**config.mk**
```make
export PLATFORM = sky130hd
export DESIGN_NAME = voice_scheduler_flat
export DESIGN_NICKNAME = d
export VERILOG_FILES = /design/src/rtl/voice_scheduler_pkg.sv /design/src/rtl/voice_scheduler_if.sv /design/src/rtl/voice_scheduler_select.sv /design/src/rtl/voice_scheduler.sv /design/src/flat_wrapper.sv
export SDC_FILE = /design/constraint.sdc
export NUM_CORES = 1
export LEC_CHECK = 0
export ABC_AREA = 1
export CORE_MARGIN = 2
export CORE_UTILIZATION = 45
export CTS_CLUSTER_SIZE = 16
export DETAILED_ROUTE_END_ITERATION = 16
export PLACE_DENSITY = 0.68
export REMOVE_ABC_BUFFERS = 1
export SKIP_CTS_REPAIR_TIMING = 1
export SYNTH_ARGS = -nofsm -noshare
export SYNTH_HDL_FRONTEND = slang
export SYNTH_HIERARCHICAL = 1
export SYNTH_SLANG_ARGS = --single-unit
```
**constraint.sdc**
```tcl
create_clock -name clk -period 5.73 [get_ports clk]
set_input_delay 1.146 -clock clk [delete_from_list [all_inputs] [get_ports clk]]
set_output_delay 1.146 -clock clk [all_outputs]
set_load 0.05 [all_outputs]
```
**src/rtl/voice_scheduler_pkg.sv**
```systemverilog
// music_pkg: shared definitions for the voice scheduler slice.
//   DEF_NOTE_W / DEF_DUR_W : default note code and duration widths
//   MAX_VOICES             : upper bound on voices any scheduler can manage
//   VIDX_W / voice_idx_t   : voice index type wide enough for MAX_VOICES
package music_pkg;

  localparam int DEF_NOTE_W = 6;
  localparam int DEF_DUR_W  = 6;
  localparam int MAX_VOICES = 8;
  localparam int VIDX_W     = $clog2(MAX_VOICES);

  typedef logic [VIDX_W-1:0] voice_idx_t;

endpackage

```
**src/rtl/voice_scheduler_if.sv**
```systemverilog
// voice_scheduler_if: request handshake from the song reader plus the shared
// note/duration load bus towards the note_player voices.
//   req_valid/req_note/req_duration : request from song reader
//   req_ready                       : request accepted when high with req_valid
//   load_note                       : one-hot load strobe, one cycle
//   note_out/duration_out           : shared load bus
//   voice_active                    : per-voice busy flags
// modport master: the requester side (song reader / testbench)
// modport slave : the scheduler
interface voice_scheduler_if #(
  parameter int NUM_VOICES = 3,
  parameter int NOTE_W     = music_pkg::DEF_NOTE_W,
  parameter int DUR_W      = music_pkg::DEF_DUR_W
) ();

  logic                  req_valid;
  logic [NOTE_W-1:0]     req_note;
  logic [DUR_W-1:0]      req_duration;
  logic                  req_ready;
  logic [NUM_VOICES-1:0] load_note;
  logic [NOTE_W-1:0]     note_out;
  logic [DUR_W-1:0]      duration_out;
  logic [NUM_VOICES-1:0] voice_active;

  modport master (
    output req_valid, req_note, req_duration,
    input  req_ready, load_note, note_out, duration_out, voice_active
  );

  modport slave (
    input  req_valid, req_note, req_duration,
    output req_ready, load_note, note_out, duration_out, voice_active
  );

endinterface

```
**src/rtl/voice_scheduler_select.sv**
```systemverilog
// voice_select: combinational search over the per-voice remaining-beat counters.
//   remaining : remaining beats per voice (0 = free)
//   free_any  : at least one voice is free
//   free_idx  : lowest-index free voice (0 when none is free)
//   min_idx   : voice with the smallest remaining count, lowest index on a tie
module voice_select
  import music_pkg::*;
#(
  parameter int NUM_VOICES = 3,
  parameter int DUR_W      = DEF_DUR_W
) (
  input  logic [NUM_VOICES-1:0][DUR_W-1:0] remaining,
  output logic                             free_any,
  output voice_idx_t                       free_idx,
  output voice_idx_t                       min_idx
);

  logic [DUR_W-1:0] min_val;

  always_comb begin
    free_any = 1'b0;
    free_idx = '0;
    // Walk downwards so the last hit is the lowest free index.
    for (int i = NUM_VOICES - 1; i >= 0; i--) begin
      if (remaining[i] == '0) begin
        free_any = 1'b1;
        free_idx = voice_idx_t'(i);
      end
    end
  end

  always_comb begin
    min_idx = '0;
    min_val = remaining[0];
    // Strict less-than keeps the lowest index on ties.
    for (int i = 1; i < NUM_VOICES; i++) begin
      if (remaining[i] < min_val) begin
        min_val = remaining[i];
        min_idx = voice_idx_t'(i);
      end
    end
  end

endmodule

```
**src/rtl/voice_scheduler.sv**
```systemverilog
// voice_scheduler: allocates note requests onto NUM_VOICES note_player voices
// sharing one note/duration load bus, tracking each voice's remaining beats.
//   clk    : system clock
//   reset  : asynchronous active-high reset
//   play   : playback enable; low freezes scheduling and countdown
//   flush  : synchronous clear of all voices, cancels a pending strobe
//   beat   : one-cycle beat pulse
//   bus    : voice_scheduler_if.slave (request handshake + load bus)
// Optional build macro VOICE_STEAL_EN: when every voice is busy the request
// is still accepted and the voice with the smallest remaining count is reused.
module voice_scheduler
  import music_pkg::*;
#(
  parameter int NUM_VOICES = 3,
  parameter int NOTE_W     = DEF_NOTE_W,
  parameter int DUR_W      = DEF_DUR_W
) (
  input  logic                 clk,
  input  logic                 reset,
  input  logic                 play,
  input  logic                 flush,
  input  logic                 beat,
  voice_scheduler_if.slave     bus
);

  logic [NUM_VOICES-1:0][DUR_W-1:0] remaining;
  logic [NUM_VOICES-1:0][DUR_W-1:0] remaining_nxt;
  logic [NUM_VOICES-1:0]            load_q;
  logic [NUM_VOICES-1:0]            load_nxt;
  logic [NUM_VOICES-1:0]            active_q;
  logic [NUM_VOICES-1:0]            active_nxt;
  logic [NOTE_W-1:0]                note_q;
  logic [DUR_W-1:0]                 dur_q;

  logic       free_any;
  voice_idx_t free_idx;
  voice_idx_t min_idx;
  voice_idx_t target;
  logic       sched_ok;
  logic       ready;
  logic       accept;
  logic       do_load;

  voice_select #(
    .NUM_VOICES (NUM_VOICES),
    .DUR_W      (DUR_W)
  ) u_select (
    .remaining (remaining),
    .free_any  (free_any),
    .free_idx  (free_idx),
    .min_idx   (min_idx)
  );

  assign sched_ok = play & ~flush;

`ifdef VOICE_STEAL_EN
  assign ready  = sched_ok;
  assign target = free_any ? free_idx : min_idx;
`else
  logic unused_min_idx;
  assign unused_min_idx = ^min_idx;
  assign ready  = sched_ok & free_any;
  assign target = free_idx;
`endif

  assign accept  = bus.req_valid & ready;
  // A zero-duration request is a rest: consumed without touching any voice.
  assign do_load = accept & (bus.req_duration != '0);

  always_comb begin
    remaining_nxt = remaining;
    load_nxt      = '0;
    if (flush) begin
      remaining_nxt = '0;
    end else begin
      for (int i = 0; i < NUM_VOICES; i++) begin
        if (do_load && target == voice_idx_t'(i)) begin
          remaining_nxt[i] = bus.req_duration;
          load_nxt[i]      = 1'b1;
        end else if (play && beat && remaining[i] != '0) begin
          remaining_nxt[i] = remaining[i] - DUR_W'(1);
        end
      end
    end
  end

  always_comb begin
    active_nxt = '0;
    for (int i = 0; i < NUM_VOICES; i++) begin
      active_nxt[i] = (remaining_nxt[i] != '0);
    end
  end

  always_ff @(posedge clk or posedge reset) begin
    if (reset) begin
      remaining <= '0;
      load_q    <= '0;
      active_q  <= '0;
      note_q    <= '0;
      dur_q     <= '0;
    end else begin
      remaining <= remaining_nxt;
      load_q    <= load_nxt;
      active_q  <= active_nxt;
      if (do_load) begin
        note_q <= bus.req_note;
        dur_q  <= bus.req_duration;
      end
    end
  end

  assign bus.req_ready    = ready;
  // flush during the strobe cycle suppresses the strobe already in flight.
  assign bus.load_note    = load_q & {NUM_VOICES{~flush}};
  assign bus.note_out     = note_q;
  assign bus.duration_out = dur_q;
  assign bus.voice_active = active_q;

endmodule

```
**src/flat_wrapper.sv**
```systemverilog
// flat-port wrapper written by rule: the top's interface ports become plain ports
module voice_scheduler_flat import music_pkg::*;
#(
  parameter int NUM_VOICES = 3,
  parameter int NOTE_W     = DEF_NOTE_W,
  parameter int DUR_W      = DEF_DUR_W
)
  (clk, reset, play, flush, beat, bus_req_valid, bus_req_note, bus_req_duration, bus_req_ready, bus_load_note, bus_note_out, bus_duration_out, bus_voice_active);
  voice_scheduler_if #(.NUM_VOICES(NUM_VOICES), .NOTE_W(NOTE_W), .DUR_W(DUR_W)) bus_i ();
  input  logic clk;
  input  logic reset;
  input  logic play;
  input  logic flush;
  input  logic beat;
  input wire logic [$bits(bus_i.req_valid)-1:0] bus_req_valid;
  input wire logic [$bits(bus_i.req_note)-1:0] bus_req_note;
  input wire logic [$bits(bus_i.req_duration)-1:0] bus_req_duration;
  output wire logic [$bits(bus_i.req_ready)-1:0] bus_req_ready;
  output wire logic [$bits(bus_i.load_note)-1:0] bus_load_note;
  output wire logic [$bits(bus_i.note_out)-1:0] bus_note_out;
  output wire logic [$bits(bus_i.duration_out)-1:0] bus_duration_out;
  output wire logic [$bits(bus_i.voice_active)-1:0] bus_voice_active;
  assign bus_i.req_valid = bus_req_valid;
  assign bus_i.req_note = bus_req_note;
  assign bus_i.req_duration = bus_req_duration;
  assign bus_req_ready = bus_i.req_ready;
  assign bus_load_note = bus_i.load_note;
  assign bus_note_out = bus_i.note_out;
  assign bus_duration_out = bus_i.duration_out;
  assign bus_voice_active = bus_i.voice_active;
  voice_scheduler #(.NUM_VOICES(NUM_VOICES), .NOTE_W(NOTE_W), .DUR_W(DUR_W)) u_core (.clk(clk), .reset(reset), .play(play), .flush(flush), .beat(beat), .bus(bus_i));
endmodule
```
==> results of run 1 <==
cell type report:
class | count | area share
multi-input combinational | 238 | 0.3998
sequential | 36 | 0.3279
timing repair buffer | 37 | 0.1339
inverter | 55 | 0.07514
clock buffer | 8 | 0.03279
tap | 67 | 0.03051
sequential cells by signal (all words and copies together) (netlist names):
name / cells
u_core/bus.voice_active: 3
u_core/bus.duration_out: 6
u_core/remaining: 18
u_core/load_q: 3
u_core/bus.note_out: 6
worst reg2reg max path, stage by stage (launching register included):
cell and delay, ns:
dfrtp_1 0.44, nor4_1 0.32, nand2_1 0.16, nand3_1 0.14, nand3_2 0.11, nor2_4 0.18, nand3_2 0.21, nand2_1 0.18
nor2_1 0.07, nor2_2 0.11, nand2_1 0.07, nor2_1 0.09, nand2_1 0.06
stage by stage:
stage,hold WS [ns],worst slack [ns]
6_report,0.4863,1.568
2_1_floorplan,0.5888,2.784
3_5_place_dp,0.4612,1.576
4_1_cts,0.4851,1.574
5_1_grt,0.5114,1.471
3_3_place_gp,0.4580,1.575
power groups by stage:
stage	sequential (uW)	clock, uW	combinational, uW
2_1_floorplan	613	0	583
3_3_place_gp	453	0	993
3_5_place_dp	451	0	1010
4_1_cts	450	189	1020
5_1_grt	465	202	1140
6_report	451	184	1020
layer usage:
layer,share of wire,GRT usage,vias to the layer above
li1,-,-,1086
met1,0.48,0.2852,947
met2,0.45,0.3215,56
met3,0.062,0.06911,2
met4,0.0047,0.04167,0
met5,0,0,-
worst paths after layout:
path / slack [ns] / depth (start not counted) / endpoint
max: 1.57 / 5 / bus_req_ready
max reg2reg: 3.46 / 12 / u_core/bus.voice_active[0]$_DFF_PP0_
max in group asynchronous: 4.14 / 3 / u_core/remaining[5]$_DFF_PP0_
min: 0.49 / 2 / u_core/bus.duration_out[3]$_DFFE_PP0P_
min reg2reg: 0.49 / 2 / u_core/bus.duration_out[3]$_DFFE_PP0P_
min in group asynchronous: 1.26 / 3 / u_core/load_q[2]$_DFF_PP0_
cells in the final DEF (no fill, tap or decap), drive strengths merged, types with 2 or more instances in the layout:
cell type,n
xor2,5
ha,6
nand3b,2
nand4,5
inv,54
dfrtp,36
nor2,60
nand3,29
o21ai,7
clkbuf,8
clkdlybuf4s50,36
nor4,2
nor3,3
nand2,116
==> impl_metrics.yaml, run 1 <==
clock_network:
  path_clk_slew_ns: 0.07
  cts_buffers: 5
  root_buffer: "clkbuf_8"
  cts_tree: "yes"
  ctsHtreeMaxLevel: 2
  clockBufferDepth: 2
  insertion_delay_ns: 0.28
  cts_sinks: 36
setup_path:
  crit_path_frequent_cell: "clkdlybuf4s50_1"
  path_max_fanout: 15
  worstPathRequired_ns: 4.58
  crit_family: "buffers and inverters"
  arrival_ns: 3.02
  cp-startpoint: "flush"
  cpPeakStageDelay_ns: 0.79
  start_kind: "primary input"
  crit_path_cell_trace: "clkdlybuf4s50_1 -> inv_2 -> nand3_2 -> inv_1 -> clkdlybuf4s50_1"
  worstSetupPathType: "primary input to output port"
  end_kind: "output port"
  worst-path-buf-inv: 4
  worstReg2RegStart: "u_core/remaining[14]$_DFF_PP0_"
  crit_slowest_cell: "clkdlybuf4s50_1"
die:
  die_w_um: 74.53
  design.core.area_sq_um: 4755
  num_rows: 25
  dieArea_sq_um: 5555
  start_util: 0.4708
  top_level_ports: 37
  die_y_um: 74.53
power_and_ir_drop:
  p_per_area_nw_per_um2: 601.3
  pwr-share-clk: 0.111
  share_comb_of_total_power: 0.616
  power.internal_uw: 810.6
  total_power_uw: 1652
  seq_power_share: 0.273
  power.switching_uw: 841.5
  power_leakage_uw: 0.001581
  vdd_drop_max_mv: 0.3072
  switching_share: 0.5094
route:
  avgViaCountPerCell: 4.741
  routedWlPerCell_um: 11.63
  wl_mm: 5.128
  drc_errors: 0
  first_pass_iters: 4
  initialDrtViolationCount: 115
  route.vias.total: 2091
  detail-route-antenna-nets: 0
grt:
  grt.overflow.total: 0
  antenna_found_initial: 0
  grt_pass1_vias: 1904
  grt_max_degree: 37
  grt_pass1_wl_mm: 8.680
  grt_use_total: 0.2070
sta:
  fin_tns_setup_ns: 0
  period_share: 0.7264
  period_needed_ns: 4.162
  max_slew_margin: 0.6386
  clock.fmax_mhz: 240.3
  skew_ns: 0.005448
  rsz0062_at_grt: "false"
  hold_viol: 0
  drv_slew: 0
  worst_pin_slew_ns: 0.5405
  setup_violations: 0
cells_and_area:
  final_util: 0.5779
  ff_latch_area_sq_um: 900.9
  layout.nets: 397
  diodes: 0
  drive_above_1_share: 0.05348
  fill_cells: 476
  multiInputGateArea_sq_um: 1099
  area_delta_synth_final_pct: 22.75
  design_area_sq_um: 2748
  final_cells: 441
status:
  outcome: "complete, no violations"
yosys:
  syn-instance-count: 334
  synth.cell_area_sq_um: 2238
  ys.warnings.count: 6
  avgSynthCellArea_sq_um: 6.702
place:
  numPlacedInstances: 433
  dp_hpwl_mm: 3.872
  io_buffers: 36
  gp_congestion: 0.8368
  placed_area_sq_um: 2658
flow_run:
  maxCapViolations: 0
hold_path:
  min_from: "u_core/bus.duration_out[3]$_DFFE_PP0P_"
  worstHoldPathType: "flip-flop to flip-flop"
(Power assumes the default switching activity.)
==> run 2: changes to the inputs <==
- PLACE_DENSITY: 0.68 -> 0.71
- clock period: 5.73 -> 3.3 ns (I/O delays scaled with it)
==> run 2 against run 1 <==
  * Clock power grew 78%
  * Sequential power is 73% higher
  * Clock skew rose by 0.0015 ns
  * Die area is the same
  * Total power increased by 74%
  * Sequential cell count did not move
  * Highest routed layer unchanged
==> impl_metrics.yaml, run 2 (same netlist as run 1, synthesis figures left out) <==
status:
  outcome: "complete, no violations"
setup_path:
  worstPathRequired_ns: 2.64
  cpPeakStageDelay_ns: 0.45
  end_kind: "output port"
  arrival_ns: 1.75
  path_max_fanout: 15
  crit_path_cell_trace: "clkdlybuf4s50_1 -> buf_4 -> inv_2 -> nand3_2 -> inv_1 -> buf_12"
  start_kind: "primary input"
  worstSetupPathType: "primary input to output port"
  crit_slowest_cell: "clkdlybuf4s50_1"
sta:
  hold_ws_ns: 0.4813
  drv_slew: 0
  period_needed_ns: 2.408
  worst_slack_ns: 0.8919
  fin_tns_setup_ns: 0
  worst_pin_slew_ns: 0.5003
  clock.fmax_mhz: 415.3
  skew_ns: 0.006899
  hold_viol: 0
  rsz0062_at_grt: "false"
  period_share: 0.7297
  max_slew_margin: 0.6654
  setup_violations: 0
place:
  pre_cts_slack_ns: 0.7009
  gp_congestion: 0.8767
  dp_hpwl_mm: 3.791
  io_buffers: 36
  placed_area_sq_um: 2675
hold_path:
  worstHoldPathType: "flip-flop to flip-flop"
clock_network:
  root_buffer: "clkbuf_8"
  clockBufferDepth: 2
  cts_sinks: 36
  cts_tree: "yes"
  cts_buffers: 5
  insertion_delay_ns: 0.29
  path_clk_slew_ns: 0.07
  ctsHtreeMaxLevel: 2
cells_and_area:
  drive_above_1_share: 0.07181
  mostFrequentLayoutCell: "nand2_1"
  design_area_sq_um: 2769
  largest_register_ffs: 18
  layout.nets: 399
  top_register: "u_core/remaining"
  mostFrequentLayoutCells: "nand2_1 (115), nor2_1 (56), inv_1 (52), dfrtp_1 (36), clkdlybuf4s50_1 (32)"
  diodes: 0
  area_delta_synth_final_pct: 23.70
  final_util: 0.5824
grt:
  grt_pass1_vias: 1950
  grt.overflow.total: 0
  grt_use_total: 0.2071
  grt_max_degree: 37
  grt_pass1_wl_mm: 8.728
  antenna_found_initial: 0
route:
  route.vias.total: 2090
  first_pass_iters: 4
  avgViaCountPerCell: 4.718
  drc_errors: 0
  wl_mm: 5.041
  initialDrtViolationCount: 145
  detail-route-antenna-nets: 0
  routedWlPerCell_um: 11.38
die:
  die_w_um: 74.53
  top_level_ports: 37
  dieArea_sq_um: 5555
  num_rows: 25
  design.core.area_sq_um: 4755
  start_util: 0.4708
  die_y_um: 74.53
flow_run:
  maxCapViolations: 0
power_and_ir_drop:
  p_per_area_nw_per_um2: 1037
  power_leakage_uw: 0.001600
  vdd_drop_max_mv: 0.4349
[run 2: changes by cell type in the layout (fill, tap and decap cells not counted)]
cell	previous run	this run
buf_4	1	6
clkdlybuf4s50_1	36	32
buf_12	0	1
clkbuf_1	2	1
clkinvlp_4	0	1
[run 2: routing by layer]
metal | track usage | share of wire
met1 | 0.2850 | 0.48
met2 | 0.3265 | 0.47
met3 | 0.05014 | 0.043
met4 | 0.05952 | 0.012
met5 | 0 | 0
[run 2: final timing paths]
| path | from | end | slack [ns] | cells after the start |
|---|---|---|---|---|
| worst min register to register | u_core/bus.note_out[3]$_DFFE_PP0P_ | u_core/bus.note_out[3]$_DFFE_PP0P_ | 0.48 | 2 |
| min in group asynchronous | reset | u_core/load_q[2]$_DFF_PP0_ | 0.78 | 3 |
| worst min-delay path | u_core/bus.note_out[3]$_DFFE_PP0P_ | u_core/bus.note_out[3]$_DFFE_PP0P_ | 0.48 | 2 |
| max in group asynchronous | reset | u_core/remaining[4]$_DFF_PP0_ | 2.19 | 3 |
| worst max-delay path | flush | bus_req_ready | 0.89 | 6 |
| worst max register to register | u_core/remaining[10]$_DFF_PP0_ | u_core/bus.voice_active[1]$_DFF_PP0_ | 1.05 | 12 |
[run 2: critical path, delay by kind of cell]
kind | cells | cell delay, ns
buf+inv | 5 | 0.99
simple gates | 1 | 0.10
[run 2: final cells by class]
type,instances,area (sq um)
Clock buffer,7,86.33
Multi-Input combinational cell,238,1099
Timing Repair Buffer,39,385.4
Sequential cell,36,900.9
Inverter,55,206.4
Clock inverter,1,7.507
Tap cell,67,83.83
Fill cell,463,1986
[run 2: metrics by stage]
stage	total power [uW]	instances
finish	2873	443
global route	3163	443
CTS	2894	443
detailed placement	2547	435
global placement	2527	435
floorplan	2078	329
[run 2: power by group]
part           leakage, uW  internal (uW)  total (uW)  switching (uW)
Sequential        0.000471            624         782             158
Combinational      0.00109            624        1760            1140
Clock            0.0000445            170         328             159
